--- config.mk ---
export PLATFORM = sky130hd
export DESIGN_NAME = pipeline_ctrl_flat
export DESIGN_NICKNAME = d
export VERILOG_FILES = /design/src/rtl/pipeline_ctrl_if.sv /design/src/rtl/pipeline_ctrl.sv /design/src/flat_wrapper.sv
export SDC_FILE = /design/constraint.sdc
export NUM_CORES = 1
export LEC_CHECK = 0
export ABC_AREA = 1
export BUFFER_PORTS_ARGS = -buffer_cell sky130_fd_sc_hd__buf_2
export CAP_MARGIN = 20
export CELL_PAD_IN_SITES_DETAIL_PLACEMENT = 2
export CELL_PAD_IN_SITES_GLOBAL_PLACEMENT = 2
export CORE_MARGIN = 3
export CORE_UTILIZATION = 23
export DETAILED_ROUTE_END_ITERATION = 8
export GPL_TIMING_DRIVEN = 0
export PLACE_DENSITY = 0.91
export SETUP_SLACK_MARGIN = 0.3
export SYNTH_ARGS = -nofsm -noshare
export SYNTH_HDL_FRONTEND = slang
export SYNTH_SLANG_ARGS = --single-unit
--- constraint.sdc ---
create_clock -name clk -period 4.1 [get_ports clk]
set_input_delay 1.025 -clock clk [delete_from_list [all_inputs] [get_ports clk]]
set_output_delay 1.025 -clock clk [all_outputs]
set_load 0.01 [all_outputs]
--- src/rtl/pipeline_ctrl_if.sv ---
// Pipeline control bus: hazard/branch/memory status in, per-stage stall/flush out.
interface pipeline_ctrl_if;
   logic        stall;
   logic        PCSrcE;
   logic        MemReadyM;
   logic        StallF;
   logic        StallD;
   logic        StallE;
   logic        StallM;
   logic        FlushD;
   logic        FlushE;
   logic        FlushW;
   logic        MemTimeout;
   logic [31:0] StallCycles;
   logic [31:0] FlushCycles;

   // Sequencer side: consumes status, drives pipeline-register controls
   modport slave (
      input  stall, PCSrcE, MemReadyM,
      output StallF, StallD, StallE, StallM, FlushD, FlushE, FlushW,
      output MemTimeout, StallCycles, FlushCycles
   );

   // Pipeline side: supplies status, receives controls
   modport master (
      output stall, PCSrcE, MemReadyM,
      input  StallF, StallD, StallE, StallM, FlushD, FlushE, FlushW,
      input  MemTimeout, StallCycles, FlushCycles
   );
endinterface

--- src/rtl/pipeline_ctrl.sv ---
// Stall/flush sequencer for the 5-stage pipeline: post-reset clearing,
// memory-wait stalls, branch flushes, load-use stalls and a memory watchdog.
// Optional macro PIPE_PERF_CNT_EN enables the StallCycles/FlushCycles counters.
module pipeline_ctrl #(
   parameter int unsigned INIT_CYCLES = 2,
   parameter int unsigned MEM_TIMEOUT = 255
) (
   input  logic            clk,
   input  logic            rst,
   pipeline_ctrl_if.slave  bus
);

   localparam int unsigned WAIT_W = $clog2(MEM_TIMEOUT + 1);
   localparam int unsigned INIT_W = (INIT_CYCLES > 1) ? $clog2(INIT_CYCLES) : 1;

   typedef enum logic [1:0] {
      ST_INIT     = 2'd0,
      ST_RUN      = 2'd1,
      ST_MEM_WAIT = 2'd2
   } state_t;

   state_t              state_q, state_d;
   logic [INIT_W-1:0]   init_cnt_q, init_cnt_d;
   logic [WAIT_W-1:0]   wait_cnt_q, wait_cnt_d;
   logic                timeout_q, timeout_d;

   logic stall_f, stall_d, stall_e, stall_m;
   logic flush_d, flush_e, flush_w;
   logic active_c;

   // State, init/wait counters and sticky watchdog flag
   always_ff @(posedge clk) begin
      if (rst) begin
         state_q    <= ST_INIT;
         init_cnt_q <= INIT_W'(INIT_CYCLES - 1);
         wait_cnt_q <= '0;
         timeout_q  <= 1'b0;
      end else begin
         state_q    <= state_d;
         init_cnt_q <= init_cnt_d;
         wait_cnt_q <= wait_cnt_d;
         timeout_q  <= timeout_d;
      end
   end

   // Next state and per-cycle stall/flush controls (priority: mem wait, branch, load-use)
   always_comb begin
      state_d    = state_q;
      init_cnt_d = init_cnt_q;
      wait_cnt_d = wait_cnt_q;
      timeout_d  = timeout_q;
      stall_f    = 1'b0;
      stall_d    = 1'b0;
      stall_e    = 1'b0;
      stall_m    = 1'b0;
      flush_d    = 1'b0;
      flush_e    = 1'b0;
      flush_w    = 1'b0;
      active_c   = 1'b0;

      case (state_q)
         ST_INIT: begin
            stall_f = 1'b1;
            flush_d = 1'b1;
            flush_e = 1'b1;
            flush_w = 1'b1;
            if (init_cnt_q == '0) begin
               state_d = ST_RUN;
            end else begin
               init_cnt_d = init_cnt_q - INIT_W'(1);
            end
         end
         ST_RUN, ST_MEM_WAIT: begin
            active_c = 1'b1;
            if (!bus.MemReadyM) begin
               // Freeze everything up to Memory; bubble into Writeback
               stall_f = 1'b1;
               stall_d = 1'b1;
               stall_e = 1'b1;
               stall_m = 1'b1;
               flush_w = 1'b1;
               state_d = ST_MEM_WAIT;
               if (wait_cnt_q != WAIT_W'(MEM_TIMEOUT)) begin
                  wait_cnt_d = wait_cnt_q + WAIT_W'(1);
               end
               if (wait_cnt_d == WAIT_W'(MEM_TIMEOUT)) begin
                  timeout_d = 1'b1;
               end
            end else begin
               state_d    = ST_RUN;
               wait_cnt_d = '0;
               if (bus.PCSrcE) begin
                  flush_d = 1'b1;
                  flush_e = 1'b1;
               end else if (bus.stall) begin
                  stall_f = 1'b1;
                  stall_d = 1'b1;
                  flush_e = 1'b1;
               end
            end
         end
         default: begin
            state_d = ST_INIT;
         end
      endcase

      // Reset forces the clearing pattern regardless of state
      if (rst) begin
         stall_f  = 1'b1;
         stall_d  = 1'b0;
         stall_e  = 1'b0;
         stall_m  = 1'b0;
         flush_d  = 1'b1;
         flush_e  = 1'b1;
         flush_w  = 1'b1;
         active_c = 1'b0;
      end
   end

   assign bus.StallF     = stall_f;
   assign bus.StallD     = stall_d;
   assign bus.StallE     = stall_e;
   assign bus.StallM     = stall_m;
   assign bus.FlushD     = flush_d;
   assign bus.FlushE     = flush_e;
   assign bus.FlushW     = flush_w;
   assign bus.MemTimeout = timeout_q;

`ifdef PIPE_PERF_CNT_EN
   logic [31:0] stall_cycles_q;
   logic [31:0] flush_cycles_q;

   // Wrap-around perf counters over active (non-INIT) cycles
   always_ff @(posedge clk) begin
      if (rst) begin
         stall_cycles_q <= '0;
         flush_cycles_q <= '0;
      end else if (active_c) begin
         if (stall_f) stall_cycles_q <= stall_cycles_q + 32'(1);
         if (flush_e) flush_cycles_q <= flush_cycles_q + 32'(1);
      end
   end

   assign bus.StallCycles = stall_cycles_q;
   assign bus.FlushCycles = flush_cycles_q;
`else
   assign bus.StallCycles = 32'd0;
   assign bus.FlushCycles = 32'd0;
`endif

endmodule

--- src/flat_wrapper.sv ---
// flat-port wrapper written by rule: the top's interface ports become plain ports
module pipeline_ctrl_flat 
#(
   parameter int unsigned INIT_CYCLES = 2,
   parameter int unsigned MEM_TIMEOUT = 255
)
  (clk, rst, bus_stall, bus_PCSrcE, bus_MemReadyM, bus_StallF, bus_StallD, bus_StallE, bus_StallM, bus_FlushD, bus_FlushE, bus_FlushW, bus_MemTimeout, bus_StallCycles, bus_FlushCycles);
  pipeline_ctrl_if bus_i ();
  input  logic clk;
  input  logic rst;
  input wire logic [$bits(bus_i.stall)-1:0] bus_stall;
  input wire logic [$bits(bus_i.PCSrcE)-1:0] bus_PCSrcE;
  input wire logic [$bits(bus_i.MemReadyM)-1:0] bus_MemReadyM;
  output wire logic [$bits(bus_i.StallF)-1:0] bus_StallF;
  output wire logic [$bits(bus_i.StallD)-1:0] bus_StallD;
  output wire logic [$bits(bus_i.StallE)-1:0] bus_StallE;
  output wire logic [$bits(bus_i.StallM)-1:0] bus_StallM;
  output wire logic [$bits(bus_i.FlushD)-1:0] bus_FlushD;
  output wire logic [$bits(bus_i.FlushE)-1:0] bus_FlushE;
  output wire logic [$bits(bus_i.FlushW)-1:0] bus_FlushW;
  output wire logic [$bits(bus_i.MemTimeout)-1:0] bus_MemTimeout;
  output wire logic [$bits(bus_i.StallCycles)-1:0] bus_StallCycles;
  output wire logic [$bits(bus_i.FlushCycles)-1:0] bus_FlushCycles;
  assign bus_i.stall = bus_stall;
  assign bus_i.PCSrcE = bus_PCSrcE;
  assign bus_i.MemReadyM = bus_MemReadyM;
  assign bus_StallF = bus_i.StallF;
  assign bus_StallD = bus_i.StallD;
  assign bus_StallE = bus_i.StallE;
  assign bus_StallM = bus_i.StallM;
  assign bus_FlushD = bus_i.FlushD;
  assign bus_FlushE = bus_i.FlushE;
  assign bus_FlushW = bus_i.FlushW;
  assign bus_MemTimeout = bus_i.MemTimeout;
  assign bus_StallCycles = bus_i.StallCycles;
  assign bus_FlushCycles = bus_i.FlushCycles;
  pipeline_ctrl #(.INIT_CYCLES(INIT_CYCLES), .MEM_TIMEOUT(MEM_TIMEOUT)) u_core (.clk(clk), .rst(rst), .bus(bus_i));
endmodule
==> summary.md <==
| Metric | Value |
|---|---|
| Seq/Total Area, Yosys | 0.1916 |
| Post-cts gate resize count | 0 |
| Critical path endpoint category | output port |
| Run status | finished, final reports clean |
| Post-synthesis compound-gate area fraction | 0.1018 |
| M1 GR Usage | 0.1182 |
| GRT Residual Overflow | 0 |
| Worst min path class | register to register |
| First-pass GRT wire length | between 5000 and 6000 um |
| Tmin final | roughly 3 ns |
| RSZ-0062 raised after global routing | no |
| Synth area leader | buf_4 |
| Skew-Pair Late Insertion Delay | approximately 0.24 ns |
| Final #Nets | 270 |
| Die area | approximately 0.0064 sq mm |
| Synth area leaders | buf_4, dfxtp_1, nand2_1 |
| Setup_tns | 0 ns |
| Top-count cell post-synth | buf_4 |
| Clock buffers created by TritonCTS | 3 |
| Worst-path fanout max | 7 |
| Crit path DAT | approximately 2 ns |
| IO Port Bufs | 11 |
| Most used DFF post-synth | dfxtp_1 |
| Yosys cell types | 27 |
| Top cells by count, synth | buf_4, nand2_1, nor2_1 |
| Diodes inserted | 0 |
| Clock skew | 0.003366 ns |
| Number of fillers in the final layout | 671 |
| Io pins | 77 |
| Multiplexer share of the synthesized area | 0 |
| Synth async-reset ratio | 0 |
| DIE HEIGHT | 79.83 um |
| Routed len/inst | roughly 10 um |
| Final cell count without fillers | 330 |
| Met3 Use GR | 0.02032 |
| Yosys top cell area share | 0.3892 |
| Root cell of the clock tree | clkbuf_8 |
| Leak pwr | between 0.9 and 1 nW |
| FP Rows | 26 |
| Total number of vias | 1196 |
| Synth warn | 0 |
| Vias per cell | roughly 3.6 |
| M2 GR Usage | 0.2120 |
| Critical Path RT | roughly 3 ns |
| Average cell area after synthesis | between 6 and 7 sq um |
| Placed cell count | about 330 |
| Setup CP Type | input port to output port |
| Number of antenna violations at the first check in global routing | 0 |
| Multi-input logic area | ~700 sq um |
| Util after Layout | 0.3216 |
| Share of cells above drive strength 1 | 0.3385 |
| Layout area overhead | 33.53% |
| Max-cap violation count | 0 |
| CTS clk-pin slew, worst paths | about 0.050 ns |
| Power Density | 325.4 mW/mm^2 |
| Min Hold Slack | roughly 0.46 ns |
| Setup crit start kind | input port |
| Number of synthesized flops with an enable pin | 0 |
| Core area | 0.005205 sq mm |
| Synth Area in Simple Gates | 0.2255 |
| Final setup vio count | 0 |
| Detailed Place HPWL | roughly 2800 um |
| Number of global-route vias before repair | ~1300 |
| Largest net degree at the start of global routing | 11 |
| Detailed Route Iter0 Violations | 17 |
| Post-synthesis cell count | ~180 |
| Xor/xnor share of the synthesized area | 0.006986 |
| Setup Fix Bufs, Post-CTS | 0 |
| Initial Util | 0.2409 |
| Gpl congestion | approximately 0.78 |
| #FFs+latches synth | 12 |
| Adder-Cell Fraction of Synth Area | 0.02994 |
| Final hold violation count | 0 |
| Overall routed net length | ~3300 um |
| Crit share post-route | 0.7451 |
| Die width | between 70 and 80 um |
| Routed Antenna Nets | 0 |
| Fmax | 327.3 MHz |
| Mapped Area | between 0.001 and 0.0015 sq mm |
| First-pass detailed-route iteration total | 3 |
| GRT Max-Usage Layer | met2 |
| Final count of pins violating max slew | 0 |
| DRC violations left | 0 |
| CTS tree | done |
| Gr usage total | 0.1083 |
| Clock tree sinks | 12 |
| H-tree depth | 1 |
| Reg area | 240.2 sq um |
| Hold-fix buffer count after cts | 0 |
| Main combinational cell family by area after synthesis | buffers and inverters |
| Clk buf depth | 2 |
| Peak supply drop | 0.1633 mV |
==> placed cells by master, fill, tap and decap left out, types with 2 or more instances in the layout <==
master	synthesis	routed
nand3_1	9	9
a32o_1	3	3
ha_1	3	3
buf_2	1	12
o21ai_0	5	5
or2_2	2	2
a21oi_1	7	7
buf_4	65	65
dfxtp_1	12	12
inv_1	14	14
nor2_1	16	16
clkbuf_8	0	3
conb_1	1	64
nand2_1	31	31
==> worst max-delay path, cell delays in order <==
cell and delay [ns]:
buf_2 0.11, inv_1 0.05, nand2_1 0.14, nor2_1 0.40
buf_4 0.18, buf_2 0.12
==> flip-flops by register name, summed over array words and instances, names as in the netlist <==
| signal | count |
|---|---|
| u_core.wait_cnt_q | 8 |
| u_core.bus.MemTimeout | 1 |
| u_core.state_q | 2 |
| u_core.init_cnt_q | 1 |
==> routing by layer <==
metal	vias to the layer above	wire length, um	share of wire
li1	603	-	-
met1	549	1308	0.39
met2	41	1773	0.53
met3	3	235	0.070
met4	0	25	0.0075
met5	-	0	0
==> area by class of cell <==
| type | instances | area share |
|---|---|---|
| timing repair buffer | 11 | 0.03288 |
| inverter | 16 | 0.03587 |
| tap | 70 | 0.05232 |
| sequential | 12 | 0.1435 |
| multi-input combinational | 152 | 0.4163 |
| clock buffer | 3 | 0.02466 |
| buffer | 66 | 0.2945 |
==> metrics by stage <==
step / power (W) / worst slack [ns] / cell area [sq um]
after floorplan: 0.0003621 / 1.400 / 1490
after global placement: 0.0004261 / 1.022 / 1633
after detailed placement: 0.0004385 / 0.9995 / 1633
after CTS: 0.0005491 / 0.9984 / 1674
after global routing: 0.0005976 / 0.9254 / 1674
final: 0.0005448 / 1.045 / 1674
==> final timing paths <==
kind                                         from                    end  slack [ns]  cells after the start
worst min-delay path            u_core.init_cnt_q      u_core.init_cnt_q        0.46                      2
worst min register to register  u_core.init_cnt_q      u_core.init_cnt_q        0.46                      2
worst max register to register  u_core.state_q[1]  u_core.bus.MemTimeout        2.29                     10
worst max-delay path                bus_MemReadyM             bus_StallM        1.05                      6
==> cells by family (layout without fill, tap and decap cells) <==
| kind of cell | Yosys count | count (layout) |
|---|---|---|
| buffers and inverters | 82 | 96 |
| AND/OR/NAND/NOR | 64 | 64 |
| AO/OA/AOI/OAI | 20 | 20 |
| flip-flops | 12 | 12 |
| adder cells (fa/ha/maj) | 3 | 3 |
| other | 1 | 64 |
| XOR/XNOR | 1 | 1 |
==> power breakdown <==
part,switching (W),internal (W)
clock network,0.0000414,0.0000646
logic,0.000181,0.000111
registers,0.0000122,0.000134
total,0.000235,0.000310
Note: power is estimated with default switching activity, not from simulation.
